$ cat config.mk
export PLATFORM = sky130hd
export DESIGN_NAME = deserializer_flat
export DESIGN_NICKNAME = d
export VERILOG_FILES = /design/src/rtl/deserializer_if.sv /design/src/rtl/deserializer.sv /design/src/flat_wrapper.sv
export SDC_FILE = /design/constraint.sdc
export NUM_CORES = 1
export LEC_CHECK = 0
export CAP_MARGIN = 20
export CORE_ASPECT_RATIO = 1.25
export CORE_MARGIN = 1.5
export CORE_UTILIZATION = 25
export CTS_CLUSTER_DIAMETER = 60
export CTS_CLUSTER_SIZE = 16
export DETAILED_ROUTE_END_ITERATION = 16
export SLEW_MARGIN = 30
export SYNTH_ARGS = -nofsm -noshare
export SYNTH_HDL_FRONTEND = slang
export SYNTH_SLANG_ARGS = --single-unit
$ cat constraint.sdc
create_clock -name serial_clk -period 8.5 [get_ports serial_clk]
set_input_delay 0.85 -clock serial_clk [delete_from_list [all_inputs] [get_ports serial_clk]]
set_output_delay 0.85 -clock serial_clk [all_outputs]
set_load 0.005 [all_outputs]
$ cat src/rtl/deserializer_if.sv
// Parallel output side of the serial-link receiver: one word plus valid/ready handshake.
interface deserializer_if #(
  parameter int WIDTH = 32
);
  logic [WIDTH-1:0] parallel_data;
  logic             data_valid;
  logic             data_ready;

  modport master (output parallel_data, data_valid, input data_ready);
  modport slave  (input parallel_data, data_valid, output data_ready);
endinterface

$ cat src/rtl/deserializer.sv
// LSB-first serial-to-parallel receiver with a one-entry output buffer,
// short-frame and overrun flags, and a saturating good-frame counter.
module deserializer #(
  parameter int WIDTH = 32,
  parameter int CNT_W = 16
) (
  input  logic             serial_clk,
  input  logic             rst_n,
  input  logic             serial_data,
  input  logic             frame_sync,
  deserializer_if.master   par,
  output logic             busy,
  output logic             frame_err,
  output logic             overrun,
  output logic [CNT_W-1:0] frame_count
);

  localparam int CW = $clog2(WIDTH);
  localparam logic [CW-1:0] LAST_BIT = CW'(WIDTH - 1);

  typedef enum logic [1:0] {
    S_WAIT,
    S_IDLE,
    S_RECV
  } state_t;

  state_t           state;
  logic [CW-1:0]    bit_cnt;
  logic [WIDTH-1:0] shift_reg;
  logic [WIDTH-1:0] data_q;
  logic             valid_q;
  logic [1:0]       rst_sync;
  logic             rst_int_n;

  // Reset asserts immediately but releases only after two clean clock edges.
  always_ff @(posedge serial_clk or negedge rst_n) begin
    if (!rst_n) rst_sync <= 2'b00;
    else        rst_sync <= {rst_sync[0], 1'b1};
  end

  assign rst_int_n         = rst_sync[1];
  assign par.parallel_data = data_q;
  assign par.data_valid    = valid_q;

  // The shift register fills from the top, so after WIDTH bits the first bit sits at bit 0.
  always_ff @(posedge serial_clk or negedge rst_int_n) begin
    if (!rst_int_n) begin
      state       <= S_WAIT;
      bit_cnt     <= '0;
      shift_reg   <= '0;
      data_q      <= '0;
      valid_q     <= 1'b0;
      busy        <= 1'b0;
      frame_err   <= 1'b0;
      overrun     <= 1'b0;
      frame_count <= '0;
    end else begin
      frame_err <= 1'b0;
      overrun   <= 1'b0;
      if (valid_q && par.data_ready) valid_q <= 1'b0;

      case (state)
        S_WAIT: begin
          if (!frame_sync) state <= S_IDLE;
        end
        S_IDLE: begin
          if (frame_sync) begin
            shift_reg <= {serial_data, shift_reg[WIDTH-1:1]};
            bit_cnt   <= CW'(1);
            state     <= S_RECV;
            busy      <= 1'b1;
          end
        end
        S_RECV: begin
          if (frame_sync) begin
            shift_reg <= {serial_data, shift_reg[WIDTH-1:1]};
            if (bit_cnt == LAST_BIT) begin
              bit_cnt <= '0;
              state   <= S_IDLE;
              busy    <= 1'b0;
              // A consumer accepting on this edge frees the slot for the new word.
              if (!valid_q || par.data_ready) begin
                data_q  <= {serial_data, shift_reg[WIDTH-1:1]};
                valid_q <= 1'b1;
                if (frame_count != {CNT_W{1'b1}}) frame_count <= frame_count + 1'b1;
              end else begin
                overrun <= 1'b1;
              end
            end else begin
              bit_cnt <= bit_cnt + 1'b1;
            end
          end else begin
            frame_err <= 1'b1;
            bit_cnt   <= '0;
            state     <= S_IDLE;
            busy      <= 1'b0;
          end
        end
        default: state <= S_WAIT;
      endcase
    end
  end

endmodule

$ cat src/flat_wrapper.sv
// flat-port wrapper written by rule: the top's interface ports become plain ports
module deserializer_flat 
#(
  parameter int WIDTH = 32,
  parameter int CNT_W = 16
)
  (serial_clk, rst_n, serial_data, frame_sync, busy, frame_err, overrun, frame_count, par_parallel_data, par_data_valid, par_data_ready);
  deserializer_if #(.WIDTH(WIDTH)) par_i ();
  input  logic serial_clk;
  input  logic rst_n;
  input  logic serial_data;
  input  logic frame_sync;
  output logic busy;
  output logic frame_err;
  output logic overrun;
  output logic [CNT_W-1:0] frame_count;
  output wire logic [$bits(par_i.parallel_data)-1:0] par_parallel_data;
  output wire logic [$bits(par_i.data_valid)-1:0] par_data_valid;
  input wire logic [$bits(par_i.data_ready)-1:0] par_data_ready;
  assign par_parallel_data = par_i.parallel_data;
  assign par_data_valid = par_i.data_valid;
  assign par_i.data_ready = par_data_ready;
  deserializer #(.WIDTH(WIDTH), .CNT_W(CNT_W)) u_core (.serial_clk(serial_clk), .rst_n(rst_n), .serial_data(serial_data), .frame_sync(frame_sync), .par(par_i), .busy(busy), .frame_err(frame_err), .overrun(overrun), .frame_count(frame_count));
endmodule
==> metrics.log <==
INFO  metric status = complete, no violations
INFO  metric synthMuxAreaShare = 0.1014
INFO  metric postSynthNetCount = 349
INFO  metric finish.net_count = 411
INFO  metric synthXorXnorAreaFrac = 0.03478
INFO  metric fp.dieH = 140.4 um
INFO  metric p_leak = 2.349 nW
INFO  metric hold_buf_count_cts = 0
INFO  metric drv_cap = 0
INFO  metric synth_flop_cell = dfrtp_1
INFO  metric top_level_port_count = 57
INFO  metric min-delay-path-class = flop to asynchronous set/reset pin
INFO  metric ir_worst_vdd = 0.00008534 V
INFO  metric synth_compound_gate_area_share = 0.02650
INFO  metric clkSlewWorstSetupHoldPaths = 0.06 ns
INFO  metric worstPathRequired = 8.71 ns
INFO  metric yosysSeqAreaShare = 0.6095
INFO  metric maximum_number_of_pins_on_one_net_before_global_route_repair = 38
INFO  metric synthArstFlopShare = 1.000
INFO  metric synth_cells = 336
INFO  metric synth_seq_cells = 92
INFO  metric gpl.final_weighted_congestion = 0.7415
INFO  metric synthAdderAreaFrac = 0.02650
INFO  metric detailedRoute.firstPassIterationCount = 4
INFO  metric routed_wirelength = 7.449 mm
INFO  metric horizontal_extent_of_the_die = 112.9 um
INFO  metric worstPathCellList = clkdlybuf4s50_1 -> nand3_2 -> nand2b_1 -> buf_4 -> nor2_1 -> mux2_1
INFO  metric maximum_fanout_along_the_worst_path = 37
INFO  metric pwr-share-comb = 0.175
INFO  metric power.internal = 0.0008064 W
INFO  metric detailedPlacementHpwl = 5.239 mm
INFO  metric largest_cells_by_area_after_synthesis = dfrtp_1, nand2_1, mux2_2, ha_1, xor2_1
INFO  metric cts-root-buf = clkbuf_16
INFO  metric cts_tree = built
INFO  metric synthTopCellsByCount = nand2_1, dfrtp_1, mux2_2
INFO  metric power.sequential.fraction = 0.482
INFO  metric wirelength_met1 = 3.276 mm
INFO  metric number_of_flip_flops_in_the_largest_register = 32
INFO  metric grt_antenna_before_repair = 0
INFO  metric timing.critical_path.slowest_stage_cell = clkdlybuf4s50_1
INFO  metric number_of_hold_violations_in_the_final_report = 0
INFO  metric vias_per_cell = 4.354
INFO  metric layout-area-overhead-vs-synth = 29.31%
INFO  metric cts.repair_timing.setup_buffer_count = 0
INFO  metric report.final.setup_viol = 0
INFO  metric setup_repair_after_global_routing_missed_its_margin = false
INFO  metric crit_path_end_kind = flop
INFO  metric r2r-start = u_core.bit_cnt[0]$_DFFE_PN0P_
INFO  metric antenna-diode-count = 0
INFO  metric criticalPathCategory = input pin to flop
INFO  metric drtAntennaViolNets = 0
INFO  metric post_synth_and_or_nand_nor_area_fraction = 0.1852
INFO  metric netlist.top_cell.by_area = dfrtp_1
INFO  metric drive_above_1_share = 0.1464
INFO  metric drc = 0
INFO  metric clkPwrFrac = 0.343
INFO  metric critical_path.max_stage_delay = 0.62 ns
INFO  metric clock_tree.htree_level_count = 3
INFO  metric dominant_combinational_cell_family_by_area_after_synthesis = simple AND/OR/NAND/NOR gates
INFO  metric cts_inserted_buffers = 9
INFO  metric fin_crit_share = 0.2866
INFO  metric yosys_warnings = 0
INFO  metric synth-edff-count = 0
INFO  metric core_region_area = 0.01489 mm2
INFO  metric cp_data_arrival_time = 2.65 ns
INFO  metric routedWlPerCell = 12.73 um
INFO  metric timing.fmax = 410.5 MHz
INFO  metric post_synth_num_cell_types = 33
INFO  metric route.vias.total = 2547
INFO  metric reg2reg_slack = 6.19 ns
INFO  metric yosysMostFrequentCell = nand2_1
INFO  metric post_cts_resized = 0
INFO  metric maxSlewViolCount = 0
INFO  metric wl_met3 = 411 um
INFO  metric total_power_divided_by_cell_area = 225.5 mW/mm2
INFO  metric regToRegEndpoint = u_core.frame_count[1]$_DFFE_PN0P_
INFO  metric first_pass_grt_wire_length = 12.75 mm
INFO  metric buffer_ports.inserted = 56
INFO  metric grt_pass1_vias = 2630
INFO  metric reg2reg_depth = 8
INFO  metric setup_tns = 0 ns
INFO  metric finalClockSkew = 0.004465 ns
INFO  metric syn_area = 0.003777 mm2
INFO  metric critical_path.startpoint_type = input pin
INFO  metric tritoncts_num_sinks = 92
INFO  metric track_usage = 0.1001
INFO  metric top_layer_used = met4
INFO  metric drt_iter0_markers = 116
INFO  metric clock_insertion_delay_worst_skew = 0.33 ns
INFO  metric net-switching-power = 0.0002949 W
INFO  metric period_needed = 2.436 ns
INFO  metric design.die.area = 0.01586 mm2
INFO  metric fraction_of_power_spent_switching_nets = 0.2677
INFO  metric synthesized_area_divided_by_synthesized_cell_count = 11.24 um2
INFO  metric row_count = 50
INFO  metric hold-worst-slack = 0.2630 ns
INFO  metric met2WireLength = 3.648 mm
INFO  metric synth_largest_type_area_fraction = 0.6095
INFO  metric grt.overflow.total = 0
INFO  metric starting_density_of_the_core = 0.2537
INFO  metric max-clock-path-buffers = 2
-- cell type report --
cell class              count  area, um2
flip-flops and latches     92       2306
clock buffers              11      252.7
inverters                   5      18.77
clock inverters             5      36.28
well taps                 182      227.7
repair buffers             61      623.1
multi-input cells         229       1420
fillers                  1465      10000
-- cells in the final DEF (no fill, tap or decap), types with 2 or more instances in the layout --
| master | count |
|---|---|
| xor2_1 | 8 |
| buf_12 | 2 |
| clkdlybuf4s50_1 | 56 |
| ha_1 | 8 |
| a21oi_1 | 4 |
| nand2_1 | 107 |
| nor2_1 | 4 |
| and3_1 | 5 |
| xnor2_1 | 7 |
| and4_1 | 4 |
| nand2b_1 | 3 |
| dfrtp_1 | 91 |
| nor3_1 | 5 |
| nand4_1 | 7 |
| mux2_2 | 33 |
| nor4_1 | 3 |
| nand3_1 | 8 |
| inv_1 | 5 |
| clkbuf_16 | 9 |
| a22o_1 | 2 |
| o21ai_0 | 6 |
| clkinvlp_4 | 3 |
| nor2b_1 | 3 |
| buf_4 | 3 |
| clkbuf_8 | 2 |
-- kinds of logic after synthesis --
logic type                 Yosys count
muxes                               34
other                                1
AOI/OAI and AO/OA                   16
buffers and inverters               15
and+or+nand+nor                    155
xor gates and xnor gates            15
DFF                                 92
adders and majority gates            8
-- power groups by stage --
stage	sequential, W	combinational (W)	clock, W
3_5_place_dp	0.000540	0.000195	0
4_1_cts	0.000532	0.000195	0.000392
2_1_floorplan	0.000532	0.000151	0
5_1_grt	0.000541	0.000211	0.000409
3_3_place_gp	0.000543	0.000180	0
6_report	0.000531	0.000192	0.000378
-- worst max-delay path by stage --
stage / end / cells past startpoint / slack (ns) / startpoint
after floorplan: u_core.bit_cnt[0]$_DFFE_PN0P_ / 0 / 5.75 / u_core.rst_sync[1]$_DFF_PN0_
after global placement: u_core.frame_count[1]$_DFFE_PN0P_ / 6 / 5.77 / frame_sync
after detailed placement: u_core.frame_count[1]$_DFFE_PN0P_ / 6 / 5.72 / frame_sync
after CTS: u_core.frame_count[1]$_DFFE_PN0P_ / 6 / 6.07 / frame_sync
after global routing: u_core.frame_count[1]$_DFFE_PN0P_ / 6 / 5.92 / frame_sync
final: u_core.frame_count[1]$_DFFE_PN0P_ / 6 / 6.06 / frame_sync
-- per-layer routing --
layer,vias up,global-route usage
li1,1248,-
met1,1241,0.1198
met2,48,0.1659
met3,10,0.03245
met4,0,0.04145
met5,-,0
-- stage by stage --
stage / total power [W] / std cells / utilization / cell area [um2] / worst slack [ns]
detailed placement: 0.0007345 / 569 / 0.3087 / 4596 / 5.722
global route: 0.001160 / 585 / 0.3281 / 4885 / 5.920
finish: 0.001101 / 585 / 0.3281 / 4885 / 6.064
global placement: 0.0007224 / 567 / 0.3060 / 4556 / 5.769
floorplan: 0.0006828 / 336 / - / 3777 / 5.748
CTS: 0.001119 / 585 / 0.3281 / 4885 / 6.071
-- worst max-delay path: cells and delay by family --
family | cells | cell delay (ns)
AND/OR/NAND/NOR | 3 | 0.58
buffers and inverters | 2 | 0.86
multiplexers | 1 | 0.34
No activity file was read; power rests on OpenSTA's default activity.
